## src/rtl/excode_conv_ctrl.sv

```systemverilog
// Serialising controller for a bit-serial BCD-to-excess-3 converter: accepts a parallel
// BCD word, streams each digit LSB first, and collects the serial result and error flags.
module excode_conv_ctrl #(
  parameter int unsigned NDIG           = 4,
  parameter int unsigned CLR_EACH_DIGIT = 1
) (
  input  logic              CLK,
  input  logic              Clr,
  input  logic              InValid,
  output logic              InReady,
  input  logic [4*NDIG-1:0] InData,
  output logic              OutValid,
  input  logic              OutReady,
  output logic [4*NDIG-1:0] OutData,
  output logic [NDIG-1:0]   OutErrMask,
  output logic              OutErr,
  output logic              ConvX,
  output logic              ConvClrN,
  input  logic              ConvS,
  input  logic              ConvV,
  output logic              Busy
);

  localparam int unsigned DW = (NDIG > 1) ? $clog2(NDIG) : 1;

  typedef enum logic [1:0] {StIdle, StClear, StShift, StDone} state_e;

  state_e              state, state_nxt;
  logic [DW-1:0]       dig, dig_nxt;
  logic [1:0]          bit_cnt, bit_nxt;
  logic [4*NDIG-1:0]   data;
  logic [4*NDIG-1:0]   shadow, shadow_nxt;
  logic [NDIG-1:0]     mask_shadow, mask_nxt;
  logic                transfer;

  assign InReady  = (state == StIdle) || ((state == StDone) && OutReady);
  assign transfer = InValid && InReady;
  assign OutErr   = |OutErrMask;

  always_comb begin
    state_nxt  = state;
    dig_nxt    = dig;
    bit_nxt    = bit_cnt;
    shadow_nxt = shadow;
    mask_nxt   = mask_shadow;
    unique case (state)
      StIdle: begin
        if (transfer) begin
          state_nxt = StClear;
          dig_nxt   = '0;
          bit_nxt   = '0;
        end
      end
      StClear: state_nxt = StShift;
      StShift: begin
        shadow_nxt[{dig, bit_cnt}] = ConvS;
        if (bit_cnt == 2'd3) begin
          mask_nxt[dig] = ConvV;
          if (dig == DW'(NDIG - 1)) begin
            state_nxt = StDone;
          end else begin
            dig_nxt   = dig + 1'b1;
            bit_nxt   = '0;
            state_nxt = (CLR_EACH_DIGIT != 0) ? StClear : StShift;
          end
        end else begin
          bit_nxt = bit_cnt + 1'b1;
        end
      end
      StDone: begin
        if (OutReady) begin
          // Back-to-back accept: the new word's first digit always gets a clear cycle.
          if (InValid) begin
            state_nxt = StClear;
            dig_nxt   = '0;
            bit_nxt   = '0;
          end else begin
            state_nxt = StIdle;
          end
        end
      end
      default: state_nxt = StIdle;
    endcase
  end

  always_ff @(posedge CLK) begin
    if (Clr) begin
      state      <= StIdle;
      dig        <= '0;
      bit_cnt    <= '0;
      OutValid   <= 1'b0;
      OutData    <= '0;
      OutErrMask <= '0;
      ConvX      <= 1'b0;
      ConvClrN   <= 1'b0;
      Busy       <= 1'b0;
    end else begin
      state       <= state_nxt;
      dig         <= dig_nxt;
      bit_cnt     <= bit_nxt;
      shadow      <= shadow_nxt;
      mask_shadow <= mask_nxt;
      if (transfer) data <= InData;
      // Outputs are registered from the next state so they line up with the state they describe.
      ConvX    <= (state_nxt == StShift) && data[{dig_nxt, bit_nxt}];
      ConvClrN <= (state_nxt == StShift);
      OutValid <= (state_nxt == StDone);
      Busy     <= (state_nxt != StIdle);
      if ((state == StShift) && (state_nxt == StDone)) begin
        OutData    <= shadow_nxt;
        OutErrMask <= mask_nxt;
      end
    end
  end

endmodule

```

## config.mk

```make
export PLATFORM = sky130hd
export DESIGN_NAME = excode_conv_ctrl
export DESIGN_NICKNAME = d
export VERILOG_FILES = /design/src/rtl/excode_conv_ctrl.sv
export SDC_FILE = /design/constraint.sdc
export NUM_CORES = 1
export LEC_CHECK = 0
export CORE_MARGIN = 8
export CORE_UTILIZATION = 35
export CTS_CLUSTER_SIZE = 25
export DETAILED_ROUTE_END_ITERATION = 10
export PLACE_DENSITY_LB_ADDON = 0.1
export SLEW_MARGIN = 20
export SYNTH_ARGS = -nofsm -noshare
export SYNTH_HDL_FRONTEND = slang
export SYNTH_SLANG_ARGS = --single-unit
```

## constraint.sdc

```tcl
create_clock -name CLK -period 2.1 [get_ports CLK]
set_input_delay 0.315 -clock CLK [delete_from_list [all_inputs] [get_ports CLK]]
set_output_delay 0.315 -clock CLK [all_outputs]
set_load 0.01 [all_outputs]
```

==> out/summary.txt, run 1 <==
Tmin final -> 2.05 ns
dpl hpwl -> 4750 um
yosys warns -> 0
r2r worst-path depth -> 8
max_cap viols -> 0
Worst path max stage delay -> 0.38 ns
Slew headroom -> 65.6%
footprint of the multi-input gates -> 1100 sq um
worst path bufs/invs -> 1
P&R area growth vs syn -> 32.8%
status -> finished, final reports clean
post-synth cell types -> 49
CP Max Fanout -> 7
fin nets -> 350
worst reg2reg path startpoint -> bit_cnt[1]$_SDFF_PP0_
global routing usage on met3 -> 3.29%
Sink Count -> 64
std cell rows -> 32
Clk Tree Root Cell -> clkbuf_8
Setup crit start -> bit_cnt[1]$_SDFF_PP0_
Critical Path Sink -> ConvX$_SDFF_PP0_
Max Clk Rate -> 489 MHz
core area -> 7770 sq um
Mapped Cells -> 259
total track usage -> 12.4%
Final Slew Violations -> 0
Seq/Total Area, Yosys -> 57.4%
Async SR Flop Fraction -> 0%
clk_lat worst skew -> 0.33 ns
Mapped Area -> 2820 sq um
Routed Antenna Nets -> 0
IO Port Bufs -> 47
Final Cycle Share -> 97.4%
post-DR wirelength/cell -> 15.0 um
Mapped Nets -> 285
commonest register cell after synthesis -> edfxtp_1
Reg2Reg Setup Slack -> 0.05 ns
Hold-fix buffers, CTS -> 0
Slowest-stage cell, CP -> dfxtp_4
met1 Track Usage GR -> 16.8%
Final WS setup -> 0.0550 ns
first-pass GRT wire length -> 11,200 um
crit start category -> flop
PwrDens -> 727 nW/um^2
Non-Filler Instances -> 431
cts bufs inserted -> 9
placed insts -> 414
reg-to-reg endpoint -> ConvX$_SDFF_PP0_
met2 Resource Use GR -> 17.6%
unrepaired setup endpoints after global routing -> false
n_diodes -> 0
CTS tree -> done
antenna violations before repair -> 0
CP Data Required Time -> 2.32 ns
Worst path depth -> 8
crit path kind -> reg -> reg
final hold violations -> 0
final setup vio count -> 0
Storage cell area -> 1630 sq um
GRT overflow -> 0
Avg Vias per Cell -> 4.93
CP cell instances -> inv_2, ha_4, and4bb_2, a41oi_4, and2_4, mux2_4, o32ai_2, nor4b_2
actual slew at the worst max-slew pin -> 0.514 ns
vias -> 2,123
busiest grt layer -> met2
deepest clock path buffer count -> 2
Post-synth EDFFs -> 34
share of cells above drive strength 1 -> 21.3%
Top delay family on crit path -> simple AND/OR/NAND/NOR gates
total wire length -> 6470 um
Filler cells -> 777
die area -> 11,200 sq um
RD Place Congestion -> 0.906
Die Ht -> 106 um
Avg Cell Area, Syn -> 10.9 sq um
deepest level of the CTS H-tree -> 3
worst hold path type -> reg -> reg
CP Data Arrival Time -> 2.26 ns
Initial Util -> 36.3%
Iter 0 DRT Violations -> 123
Setup WS pre-CTS -> -0.00435 ns
FF+latch count, synth -> 64
peak supply drop -> 379 uV
worst clock skew -> 0.00834 ns
Die X -> 106 um
clk slew on worst S/H paths -> 0.07 ns
vias in the first global route -> 2,212
DR DRC count -> 0
Leak Pwr -> 1.29 nW
Pre-antenna DRT Iters -> 4
Worst setup EP type -> flop
largest net degree at the start of global routing -> 21
io pins -> 48
## cells in the final DEF, fill, tap and decap left out, drive strengths merged, types with 2 or more instances in the layout
| cell | n |
|---|---|
| a211o | 2 |
| a21boi | 2 |
| a21oi | 24 |
| a221oi | 2 |
| a31oi | 4 |
| and3 | 3 |
| buf | 22 |
| clkbuf | 13 |
| clkdlybuf4s50 | 46 |
| dfxtp | 30 |
| edfxtp | 34 |
| ha | 4 |
| inv | 10 |
| mux2 | 20 |
| nand2 | 48 |
| nand2b | 4 |
| nand3 | 6 |
| nor2 | 18 |
| nor2b | 2 |
| nor3 | 4 |
| o211ai | 3 |
| o21ai | 3 |
| o221ai | 2 |
| o32ai | 2 |
## tightest hold or removal path: stages, from the launching register on
cell and delay (ns):
dfxtp_1 0.31, nand2_1 0.05, a21oi_1 0.05
## metal layers
layer,up-vias,share of wire [%]
met4,0,2.1
met2,61,42
li1,1062,-
met1,991,50
met3,9,5.8
met5,-,0
## worst min path at each step
stage	from	to	slack [ns]	cells after the start
3_3_place_gp	OutData[6]$_SDFFE_PP0P_	OutData[6]$_SDFFE_PP0P_	0.44	2
3_5_place_dp	OutData[8]$_SDFFE_PP0P_	OutData[8]$_SDFFE_PP0P_	0.45	2
4_1_cts	OutData[8]$_SDFFE_PP0P_	OutData[8]$_SDFFE_PP0P_	0.46	2
2_1_floorplan	InData[0]	data[0]$_DFFE_PP_	0.41	0
5_1_grt	OutData[1]$_SDFFE_PP0P_	OutData[1]$_SDFFE_PP0P_	0.48	2
6_report	OutData[9]$_SDFFE_PP0P_	OutData[9]$_SDFFE_PP0P_	0.45	2
## cell usage after synthesis (4+ instances only)
| cell type | count | area share [%] |
|---|---|---|
| a31oi_1 | 4 | 0.89 |
| nor2_1 | 18 | 2.4 |
| clkbuf_1 | 8 | 1.1 |
| nor3_1 | 4 | 0.71 |
| inv_1 | 9 | 1.2 |
| edfxtp_1 | 34 | 36 |
| mux2_2 | 18 | 7.2 |
| nand3_1 | 6 | 1.1 |
| ha_1 | 4 | 1.8 |
| a21oi_1 | 23 | 4.1 |
| nand2b_1 | 4 | 0.89 |
| nand2_1 | 48 | 6.4 |
| dfxtp_1 | 30 | 21 |
## power breakdown
part           switching [W]  internal [W]
logic               0.000122      0.000140
registers          0.0000240       0.00138
clock network       0.000450      0.000613
## final cells by class
| class | instances | area share [%] |
|---|---|---|
| clock buffers | 13 | 4.24 |
| multi-input cells | 171 | 29.5 |
| clock inverters | 3 | 1.10 |
| flip-flops and latches | 64 | 43.5 |
| repair buffers | 69 | 17.4 |
| well taps | 102 | 3.40 |
| inverters | 9 | 0.901 |
## stage by stage
| step | hold WS [ns] | util (%) | TNS, ns | instance area [sq um] | power (W) |
|---|---|---|---|---|---|
| after floorplan | 0.414 | - | 0 | 2850 | 0.00156 |
| after detailed placement | 0.446 | 45.5 | -0.00435 | 3530 | 0.00169 |
| after global placement | 0.444 | 45.5 | 0 | 3530 | 0.00169 |
| after global routing | 0.483 | 48.3 | 0 | 3750 | 0.00287 |
| final | 0.452 | 48.3 | 0 | 3750 | 0.00272 |
| after CTS | 0.455 | 48.1 | 0 | 3740 | 0.00278 |
## sequential cells by signal (all words and copies together), names as in the netlist
name,count
dig,2
state,2
OutValid,1
shadow,15
data,16
bit_cnt,2
mask_shadow,3
OutData,16
Busy,1
ConvClrN,1
ConvX,1
OutErrMask,4
## timing repair
item | CTS | global route
pin swaps | 0 | 1
gates resized for setup | 1 | 3
endpoints found under the setup margin | 1 | 2
setup buffers | 0 | 1
## kinds of logic (layout without fill, tap and decap cells)
kind of cell	Yosys count	count (layout)	synth area share, %
adder cells (fa/ha/maj)	4	4	1.77
multiplexers	20	20	8.11
flip-flops	64	64	57.4
AO/OA/AOI/OAI	53	53	13.2
AND/OR/NAND/NOR	94	94	15.4
buffers and inverters	24	94	4.08
(Power assumes the default switching activity.)
==> run 2, diff against run 1 <==
--- a/config.mk
+++ b/config.mk
@@ -11,3 +11,3 @@
 export DETAILED_ROUTE_END_ITERATION = 10
-export PLACE_DENSITY_LB_ADDON = 0.1
+export PLACE_DENSITY_LB_ADDON = 0.3
 export SLEW_MARGIN = 20
==> constraint.sdc (replaced) <==
create_clock -name CLK -period 2.1 [get_ports CLK]
set_input_delay 0.42 -clock CLK [delete_from_list [all_inputs] [get_ports CLK]]
set_output_delay 0.42 -clock CLK [all_outputs]
set_load 0.01 [all_outputs]
==> run 2 against run 1 <==
- design area grew 1.3%
- wire length increased by 0.71%
- sequential share of layout area is 0.63 points lower
- final cell count grew 0.93%
- die area unchanged
- non-clock buffer count rose by 4
- clock power increased by 9%
- clock-buffer cell count decreased by 2
- highest routed layer unchanged
==> out/summary.txt, run 2 (synthesis gave the netlist of run 1 again) <==
final hold slack -> 0.455 ns
hold path endpoint -> OutData[11]$_SDFFE_PP0P_
final setup vio count -> 0
Reg2Reg Setup Slack -> 0.07 ns
Clk Tree Root Cell -> clkbuf_8
Filler cells -> 737
Switching Power -> 0.000653 W
cell internal pwr -> 0.00218 W
first-pass GRT wire length -> 10,800 um
Final Core Density -> 48.9%
Initial Util -> 36.3%
Die X -> 106 um
reg-to-reg endpoint -> ConvX$_SDFF_PP0_
commonest non-fill, non-tap cells in the layout -> 48 x nand2_1, 45 x clkdlybuf4s50_1, 34 x edfxtp_1
Tmin final -> 2.03 ns
crit path kind -> reg -> reg
clk slew on worst S/H paths -> 0.08 ns
status -> finished, final reports clean
CP Max Fanout -> 6
r2r worst-path depth -> 8
Clk pwr share -> 41.0%
CTS tree -> done
Leak Pwr -> 1.32 nW
RD Place Congestion -> 0.959
Gate power share -> 9.7%
Worst Min Path Start -> OutData[11]$_SDFFE_PP0P_
n_diodes -> 0
placed instance area -> 3550 sq um
total track usage -> 11.9%
PwrDens -> 746 nW/um^2
clk_lat worst skew -> 0.34 ns
std cell rows -> 32
total wire length -> 6510 um
largest net degree at the start of global routing -> 21
fin area -> 3800 sq um
vias in the first global route -> 2,228
antenna violations before repair -> 0
fin nets -> 354
vias -> 2,160
Hold Path Stages -> 2
top flop regs -> OutData x16, data x16, shadow x15
die area -> 11,200 sq um
Final Cycle Share -> 96.6%
share of cells above drive strength 1 -> 22.8%
Flop pwr share -> 49.3%
commonest non-fill, non-tap cell in the layout -> nand2_1
Worst setup EP type -> flop
deepest level of the CTS H-tree -> 3
deepest clock path buffer count -> 2
Max Clk Rate -> 493 MHz
Final Slew Violations -> 0
Avg Vias per Cell -> 4.97
Final WS setup -> 0.0710 ns
Pre-antenna DRT Iters -> 4
P&R area growth vs syn -> 34.5%
post-DR wirelength/cell -> 15.0 um
dpl hpwl -> 4670 um
io pins -> 48
CP Data Required Time -> 2.33 ns
crit start category -> flop
Sink Count -> 64
Hold-fix buffers, CTS -> 0
Non-Filler Instances -> 435
actual slew at the worst max-slew pin -> 0.519 ns
Iter 0 DRT Violations -> 100
Slew headroom -> 65.3%
worst hold path type -> reg -> reg
cts bufs inserted -> 9
CP Data Arrival Time -> 2.26 ns
Setup WS pre-CTS -> -0.154 ns
Routed Antenna Nets -> 0
DR DRC count -> 0
final hold violations -> 0
IO Port Bufs -> 47
core area -> 7770 sq um
worst reg2reg path startpoint -> bit_cnt[1]$_SDFF_PP0_
sw frac -> 23.0%
Die Ht -> 106 um
worst clock skew -> 0.0151 ns
placed insts -> 416
peak supply drop -> 366 uV
GRT overflow -> 0
max_cap viols -> 0
run 2: metrics by stage:
step	TNS, ns	total power [W]
after global routing	-0.0115	0.00295
after detailed placement	-0.259	0.00170
final	0	0.00283
after global placement	-0.159	0.00169
after CTS	0	0.00285
after floorplan	0	0.00156
run 2: per-layer routing:
layer	vias to the layer above	GRT usage, %	wire, um	part of all wire (%)
li1	1065	-	-	-
met1	1024	15.5	3130	48
met2	59	18.1	2930	45
met3	12	2.92	334	5.1
met4	0	6.13	117	1.8
met5	-	0	0	0
run 2: power by group through the flow:
stage	Sequential, W	Combinational, W	Clock (W)
floorplan	0.00142	0.000138	0
global placement	0.00143	0.000266	0
detailed placement	0.00143	0.000271	0
CTS	0.00140	0.000271	0.00118
global route	0.00140	0.000300	0.00125
finish	0.00140	0.000274	0.00116
run 2: cell type report:
class                      count  area [sq um]  area share (%)
multi-input combinational    171          1110            29.2
timing repair buffer          73           676            17.8
clock buffer                  11           163            4.28
tap                          102           128            3.36
sequential                    64          1630            42.9
inverter                       9          33.8           0.890
clock inverter                 5          60.1            1.58
run 2: repair_timing:
action / CTS / global route
buffers inserted: 0 / 3
pin swaps: 0 / 1
setup endpoints to repair: 2 / 1
resized for setup: 3 / 2
cloned: 0 / 0
run 2: worst max path at each step:
stage | startpoint | end | slack, ns | cells after the start
4_1_cts | bit_cnt[0]$_SDFF_PP0_ | ConvX$_SDFF_PP0_ | 0.007 | 8
3_5_place_dp | OutReady | InReady | -0.15 | 4
3_3_place_gp | OutReady | InReady | -0.12 | 4
2_1_floorplan | bit_cnt[0]$_SDFF_PP0_ | ConvX$_SDFF_PP0_ | 0.006 | 9
5_1_grt | bit_cnt[0]$_SDFF_PP0_ | ConvX$_SDFF_PP0_ | -0.01 | 9
6_report | bit_cnt[1]$_SDFF_PP0_ | ConvX$_SDFF_PP0_ | 0.07 | 8
run 2: worst max-delay path, stage by stage (launching register included):
cell and delay [ns]:
dfxtp_4 0.38, inv_2 0.06, ha_4 0.24, and4bb_2 0.25
a41oi_4 0.18, and2_4 0.21, mux2_4 0.30, o32ai_2 0.22
nor4b_2 0.08
==> run 3, diff against run 2 <==
--- a/constraint.sdc
+++ b/constraint.sdc
@@ -3,2 +3,2 @@
 set_output_delay 0.42 -clock CLK [all_outputs]
-set_load 0.01 [all_outputs]
+set_load 0.05 [all_outputs]
==> run 3 against run 2 <==
- combinational power rose by 16%
- core utilization fell by 0.97 points
- critical path depth did not move
- sequential power barely moved
==> out/summary.txt, run 3 (synthesis gave the netlist of run 1 again) <==
status -> finished, final reports clean
worst clock skew -> 0.0139 ns
RD Place Congestion -> 0.840
Iter 0 DRT Violations -> 81
antenna violations before repair -> 0
Storage cell area -> 1630 sq um
Top delay family on crit path -> simple AND/OR/NAND/NOR gates
Leak Pwr -> 1.28 nW
Slowest-stage cell, CP -> dfxtp_4
commonest non-fill, non-tap cell in the layout -> nand2_1
final setup vio count -> 0
actual slew at the worst max-slew pin -> 0.505 ns
std cell rows -> 32
Avg Vias per Cell -> 4.92
worst path bufs/invs -> 1
final hold slack -> 0.453 ns
Worst setup EP type -> flop
Initial Util -> 36.3%
commonest non-fill, non-tap cells in the layout -> 48 x nand2_1, 45 x clkdlybuf4s50_1, 34 x edfxtp_1
vias in the first global route -> 2,221
cts bufs inserted -> 9
P&R area growth vs syn -> 31.9%
vias -> 2,116
DR DRC count -> 0
CTS tree -> done
unrepaired setup endpoints after global routing -> true
clk_lat worst skew -> 0.33 ns
io pins -> 48
Final Core Density -> 47.9%
n_diodes -> 0
share of cells above drive strength 1 -> 21.3%
CP Data Required Time -> 2.32 ns
Max Clk Rate -> 500 MHz
PwrDens -> 717 nW/um^2
Die Ht -> 106 um
Final Cycle Share -> 95.2%
Die X -> 106 um
crit start category -> flop
IO Port Bufs -> 47
Slew headroom -> 66.3%
total track usage -> 12.0%
top flop regs -> OutData x16, data x16, shadow x15
core area -> 7770 sq um
Clk Tree Root Cell -> clkbuf_8
Tmin final -> 2.00 ns
Pre-antenna DRT Iters -> 4
GRT overflow -> 0
dpl hpwl -> 4740 um
CP cell instances -> inv_2, ha_4, and4bb_2, a41oi_4, and2_4, mux2_4, o32ai_2, nor4b_2
Routed Antenna Nets -> 0
fin nets -> 349
Worst path max stage delay -> 0.38 ns
deepest clock path buffer count -> 2
footprint of the multi-input gates -> 1110 sq um
Sink Count -> 64
CP Max Fanout -> 7
Hold-fix buffers, CTS -> 0
deepest level of the CTS H-tree -> 3
peak supply drop -> 376 uV
max_cap viols -> 0
fin area -> 3720 sq um
Overall Power -> 0.00267 W
Filler cells -> 727
clk slew on worst S/H paths -> 0.07 ns
CP Data Arrival Time -> 2.22 ns
largest net degree at the start of global routing -> 21
die area -> 11,200 sq um
TNS Setup -> 0 ns
crit path kind -> reg -> reg
worst hold path type -> reg -> reg
total wire length -> 6360 um
placed instance area -> 3540 sq um
Final Slew Violations -> 0
post-DR wirelength/cell -> 14.8 um
final hold violations -> 0
first-pass GRT wire length -> 10,900 um
run 3: final timing paths:
check                                              from                       to  slack, ns  cells past startpoint
worst max-delay path              bit_cnt[0]$_SDFF_PP0_         ConvX$_SDFF_PP0_       0.10                      8
worst min-delay path            OutData[8]$_SDFFE_PP0P_  OutData[8]$_SDFFE_PP0P_       0.45                      2
worst max register to register    bit_cnt[0]$_SDFF_PP0_         ConvX$_SDFF_PP0_       0.10                      8
worst min register to register  OutData[8]$_SDFFE_PP0P_  OutData[8]$_SDFFE_PP0P_       0.45                      2
run 3: routing by layer:
layer | vias to the layer above | share of wire, % | global-route usage, %
met1 | 994 | 46 | 15.1
met4 | 0 | 1.7 | 6.53
met5 | - | 0 | 0
met3 | 10 | 5.7 | 3.41
li1 | 1055 | - | -
met2 | 57 | 47 | 18.4
run 3: final cells by class:
class                           count  share of cell area [%]
Multi-Input combinational cell    171                    29.7
Timing Repair Buffer               68                    17.4
Clock buffer                       13                    4.27
Clock inverter                      3                   0.504
Tap cell                          102                    3.43
Sequential cell                    64                    43.8
Inverter                            9                   0.908
run 3: worst reg2reg max path: stages (launching register included):
cell	delay (ns)
dfxtp_4	0.38
inv_2	0.05
ha_4	0.21
and4bb_2	0.25
a41oi_4	0.19
and2_4	0.22
mux2_4	0.31
o32ai_2	0.22
nor4b_2	0.08
run 3: power breakdown:
part / switching (W) / internal [W] / total [W]
Clock: 0.000455 / 0.000492 / 0.000947
Combinational: 0.000162 / 0.000157 / 0.000319
Sequential: 0.0000268 / 0.00137 / 0.00140
run 3: through the flow:
| step | setup WS (ns) | std cells |
|---|---|---|
| final | 0.101 | 430 |
| after global routing | -0.00787 | 430 |
| after detailed placement | -0.0697 | 413 |
| after global placement | -0.0450 | 413 |
| after floorplan | 0.00631 | 259 |
| after CTS | 0.0412 | 429 |
run 3: repair_timing:
item	4_1_cts	5_1_grt
resized for setup	0	1
setup endpoints to repair	0	1
setup buffers	0	1
==> variant 1: new RTL, settings of run 1 <==
Put one more register stage on the output `OutErrMask`. The value now appears one clock later. The other outputs are not delayed to match.
--- a/src/rtl/excode_conv_ctrl.sv
+++ b/src/rtl/excode_conv_ctrl.sv
@@ -25,6 +25,8 @@
 
   typedef enum logic [1:0] {StIdle, StClear, StShift, StDone} state_e;
 
+  logic [NDIG-1:0] OutErrMask_s0;
+
   state_e              state, state_nxt;
   logic [DW-1:0]       dig, dig_nxt;
   logic [1:0]          bit_cnt, bit_nxt;
@@ -35,7 +37,7 @@
 
   assign InReady  = (state == StIdle) || ((state == StDone) && OutReady);
   assign transfer = InValid && InReady;
-  assign OutErr   = |OutErrMask;
+  assign OutErr   = |OutErrMask_s0;
 
   always_comb begin
     state_nxt  = state;
@@ -90,7 +92,7 @@
       bit_cnt    <= '0;
       OutValid   <= 1'b0;
       OutData    <= '0;
-      OutErrMask <= '0;
+      OutErrMask_s0 <= '0;
       ConvX      <= 1'b0;
       ConvClrN   <= 1'b0;
       Busy       <= 1'b0;
@@ -108,10 +110,14 @@
       Busy     <= (state_nxt != StIdle);
       if ((state == StShift) && (state_nxt == StDone)) begin
         OutData    <= shadow_nxt;
-        OutErrMask <= mask_nxt;
+        OutErrMask_s0 <= mask_nxt;
       end
     end
   end
 
+  always_ff @(posedge CLK) begin
+    OutErrMask <= OutErrMask_s0;
+  end
+
 endmodule
 
Check against the original RTL: no difference found for any inputs over 10 cycles, from zero or initial values; that may be too few to reach the edited logic, so the function may still have changed.
==> variant 1 against run 1 <==
Worst setup slack improved by 43 ps. Core utilization decreased by 0.10 points. Worst hold slack got worse by 88 ps. Count of clock-buffer cells in the layout stayed put. Final cell count grew 3.9%. Sequential share of layout area up 0.46 points. Total power is 7.2% higher. Synthesized area up 1.4%. Combinational power up 9.9%. Routed wire length up 2.8%. Design area grew 3.4%. Die area up 1.2%. Sequential cell count increased by 4. Non-clock buffer count increased by 4. Largest cell class unchanged.
==> variant 1: results (changes against run 1) <==
Pwr
  – Logic power comb: 0.288 mW (+9.9%)
  – Leakage dissipation: 1.35 nW (+4.7%)
  – Peak supply drop: 0.323 mV (-15%)
  – Comb power frac: 0.099 (+0.003)
  – Clock power frac: 0.398 (+0.008)
  – Power Internal: 2.24 mW (+5.4%)

GRT
  – GR Util met3: 0.0417 (+0.00886)
  – GR Util met1: 0.158 (-0.00974)
  – Number of global-route vias before repair: 2166 (-2.1%)
  – First-pass GRT wire length: 10.9 mm (-2.7%)
  – Met2 Resource Use GR: 0.178 (+0.00179)
  – GRT Overall Usage: 0.123 (-0.00150)

Layout
  – Largest regs: OutData (16), data (16), shadow (15)
  – Share of cells above drive strength 1: 0.224 (+0.0117)
  – # diodes: 0 (unchanged)
  – Fill cells: 768 (-1.2%)
  – Final std cells w/o fill: 448 (+3.9%)
  – Final #Nets: 364 (+4.0%)

Logic synthesis
  – Seq/Total Area, Yosys: 0.595 (+0.0202)
  – Post-synth EDFFs: 34 (unchanged)
  – Synth Net Count: 292 (+2.5%)
  – Post-Synthesis Cells: 266 (+2.7%)
  – Synth cell count leaders: nand2_1, dfxtp_1, edfxtp_1, a21oi_1, nor2_1
  – Yosys cell types: 40 (-18%)
  – Syn. warnings: 0 (unchanged)
  – Largest cells by area after synthesis: edfxtp_1, dfxtp_1, mux2_2, nand2_1, a21oi_1

Worst hold path
  – Hold Crit Depth: 0 (-2)
  – Worst Hold Launch: OutErrMask_s0[1]$_SDFFE_PP0P_
  – Hold path endpoint: OutErrMask[1]$_DFF_P_

Clock tree
  – Clock transition at path regs: 80 ps
  – CTS buffer count: 9 (unchanged)
  – Htree depth: 3 (unchanged)
  – Root buffer selected by CTS: clkbuf_8
  – Worst skew pair latency: 340 ps

Routing
  – Met1 WL: 3.12 mm (-3.2%)
  – Uppermost layer routed: met4
  – Via count: 2167 (+2.1%)
  – WL met2: 2.96 mm (+8.2%)
  – Length of routed met3 wiring: 444 um (+18%)
  – DRT iter0 DRCs: 121 (-1.6%)
  – Wire per inst: 14.8 um (-1.1%)

STA
  – Hold Slack: 364 ps (-87.8 ps)
  – Max-slew headroom: 0.532 (-0.125)
  – Clock Skew: 7.22 ps (-1.12 ps)

Critical path
  – Worst-path fanout max: 4 (-3)
  – Reg2reg end: ConvX$_SDFF_PP0_
  – FF-to-FF path depth: 8 (unchanged)
  – R2R Setup Slk: 100 ps (+40 ps)
  – R2r startpoint: bit_cnt[1]$_SDFF_PP0_
  – Crit path DAT: 2230 ps (-30 ps)

Place
  – Post-DP HPWL: 4.61 mm (-3.1%)
  – Pre-CTS WS: -260 ps (-255 ps)
  – Post-DP Area: 3620 um2 (+2.3%)
  – DP Cell Count: 432 (+4.3%)
  – RePlAce Congestion: 0.772 (-15%)

Status
  – Status: finished, final reports clean
## variant 1: cell count changes after synthesis, moves of 3 or more
cell / delta
inv_1: -4
nor2_1: +8
a21oi_1: +4
nor3_1: -4
dfxtp_1: +4
o211ai_1: -3
o21ai_0: +3
a31oi_1: -4
## variant 1: logic make-up (layout without fill, tap and decap cells)
group                      count (synthesis)  after routing  synth area share
muxes                                     20             20            0.0778
adders and majority gates                  4              4            0.0175
and+or+nand+nor                          108            108             0.176
buffers and inverters                     17             94            0.0254
AOI/OAI and AO/OA                         49             49             0.109
DFF                                       68             68             0.595
## variant 1: worst max-delay path by stage
stage	start	to	slack, ps	cells after the start
final	bit_cnt[1]$_SDFF_PP0_	ConvX$_SDFF_PP0_	100	8
after global routing	state[0]$_SDFF_PP0_	ConvX$_SDFF_PP0_	-40	6
after CTS	bit_cnt[1]$_SDFF_PP0_	ConvX$_SDFF_PP0_	2	8
after detailed placement	OutReady	ConvX$_SDFF_PP0_	-260	7
after global placement	OutReady	ConvX$_SDFF_PP0_	-250	7
after floorplan	bit_cnt[0]$_SDFF_PP0_	ConvX$_SDFF_PP0_	120	8
## variant 1: cell type report
cell class / count / area (um2) / share of cell area
Clock inverter: 3 / 22.5 / 0.00581
Multi-Input combinational cell: 181 / 1120 / 0.289
Sequential cell: 68 / 1710 / 0.440
Tap cell: 105 / 131 / 0.0339
Timing Repair Buffer: 73 / 678 / 0.175
Clock buffer: 13 / 201 / 0.0520
Inverter: 5 / 18.8 / 0.00484
## variant 1: what timing repair did
action                     in CTS  in global routing
setup endpoints to repair       0                  2
resized for setup               0                 12
buffers inserted                0                  0
## variant 1: critical path: stages (launching register included)
cell and delay, ps:
dfxtp_2 360, inv_1 100, ha_1 300, nand2b_1 80, a21oi_1 100, or2_2 350
a311o_1 360, nor4_2 170, nor4b_2 80
==> variant 2: new RTL, settings of run 1 <==
Made on the original files. The parameter `NDIG` goes from 4 to 2.
--- a/src/rtl/excode_conv_ctrl.sv
+++ b/src/rtl/excode_conv_ctrl.sv
@@ -1,7 +1,7 @@
 // Serialising controller for a bit-serial BCD-to-excess-3 converter: accepts a parallel
 // BCD word, streams each digit LSB first, and collects the serial result and error flags.
 module excode_conv_ctrl #(
-  parameter int unsigned NDIG           = 4,
+  parameter int unsigned NDIG           = 2,
   parameter int unsigned CLR_EACH_DIGIT = 1
 ) (
   input  logic              CLK,
Interface: changed (resized InData, OutData and OutErrMask); port bits go from 48 to 30. No check against the original RTL was run, so the function may have changed too.
==> variant 2 against run 1 <==
Final cell count shrank 47%. Worst setup slack better by 130 ps. Total power decreased by 49%. Global-route usage fell by 2.4 points. Sequential cell count fell by 28. Worst hold slack barely moved. Sequential power decreased by 44%. Routed wire length down 52%. Count of clock-buffer cells in the layout shrank 8. Synthesized area down 47%. Design area fell by 47%.
==> variant 2: results (changes against run 1) <==
GRT
  – Met2 Resource Use GR: 0.154 (-0.0225)
  – Pin count of the biggest net entering global routing: 12 (-43%)
  – GR Util met1: 0.117 (-0.0504)
  – GR Util met3: 0.0427 (+0.00978)
  – First-pass GRT wire length: 5.00 mm (-55%)

Logic synthesis
  – Synth Net Count: 150 (-47%)
  – Synth cell count leaders: nand2_1, dfxtp_1, edfxtp_1, nor2_1, mux2_2
  – Top_reg_cell synth: dfxtp_1
  – Yosys cell types: 31 (-37%)
  – Seq/Total Area, Yosys: 0.594 (+0.0199)
  – Post-Synthesis Cells: 135 (-48%)

Pwr
  – Seq pwr share: 0.561 (+0.047)
  – Logic power comb: 0.161 mW (-39%)
  – Total power: 1.40 mW (-49%)
  – Sw Share: 0.227 (+0.00786)
  – Leakage dissipation: 0.715 nW (-45%)

Status
  – Status: finished, final reports clean

Place
  – Pre-CTS WS: -52.6 ps (-48.2 ps)
  – Post-DP HPWL: 2.31 mm (-51%)
  – RePlAce Congestion: 0.793 (-12%)
  – DP Cell Count: 219 (-47%)
  – # port buffers: 29 (-38%)

STA
  – Max Clock Freq: 522 MHz (+6.8%)
  – Clock Skew: 1.40 ps (-6.94 ps)
  – Hold Slack: 452 ps (-0.0130 ps)
  – Max-slew headroom: 0.720 (+0.0638)

Clock tree
  – Worst skew pair latency: 280 ps (-50 ps)
  – CTS buffer count: 5 (-4)
  – Htree depth: 2 (-1)

Layout
  – Share of cells above drive strength 1: 0.171 (-0.0413)
  – Final std cells w/o fill: 227 (-47%)
  – Largest regs: OutData (8), data (8), shadow (8)

Critical path
  – R2R Setup Slk: 190 ps (+130 ps)
  – Crit path DAT: 2090 ps (-170 ps)
  – CP max stage cell: mux4_2
  – CP max stage delay: 490 ps (+110 ps)
  – Critical path launch point: state[1]$_SDFF_PP0_
  – FF-to-FF path depth: 6 (-2)
  – Worst-path fanout max: 8 (+1)

Worst hold path
  – Hold path endpoint: OutData[0]$_SDFFE_PP0P_
  – Worst Hold Launch: OutData[0]$_SDFFE_PP0P_

Routing
  – Mean number of vias per cell: 4.94 (+0.26%)
  – Length of routed met3 wiring: 173 um (-54%)
  – Total Wirelength: 3.13 mm (-52%)
  – Met1 WL: 1.46 mm (-55%)
  – WL met2: 1.44 mm (-48%)
variant 2: changes by cell type after synthesis, sizes merged, moves of 4 or more:
cell	run 1	this run
nand2	48	21
edfxtp	34	17
a21oi	24	9
dfxtp	30	19
mux2	20	10
buf	7	0
inv	9	3
nor2	18	12
nand3	6	1
a31oi	4	0
variant 2: logic make-up after synthesis:
family,count (synthesis)
adder cells (fa/ha/maj),1
AO/OA/AOI/OAI,19
multiplexers,13
AND/OR/NAND/NOR,58
flip-flops,36
buffers and inverters,8
variant 2: final cells by class:
cell class                      instances  area (um2)
Fill cell                             401        2250
Sequential cell                        36         892
Inverter                                3        11.3
Timing Repair Buffer                   37         353
Tap cell                               52        65.1
Multi-Input combinational cell         91         578
Clock buffer                            5        68.8
Clock inverter                          3        13.8
variant 2: worst register-to-register path, stage by stage (launching register included):
cell	delay, ps
dfxtp_1	460
or2b_1	330
nor3_1	210
a31o_4	170
mux4_2	490
nand3_1	90
o21ai_1	60
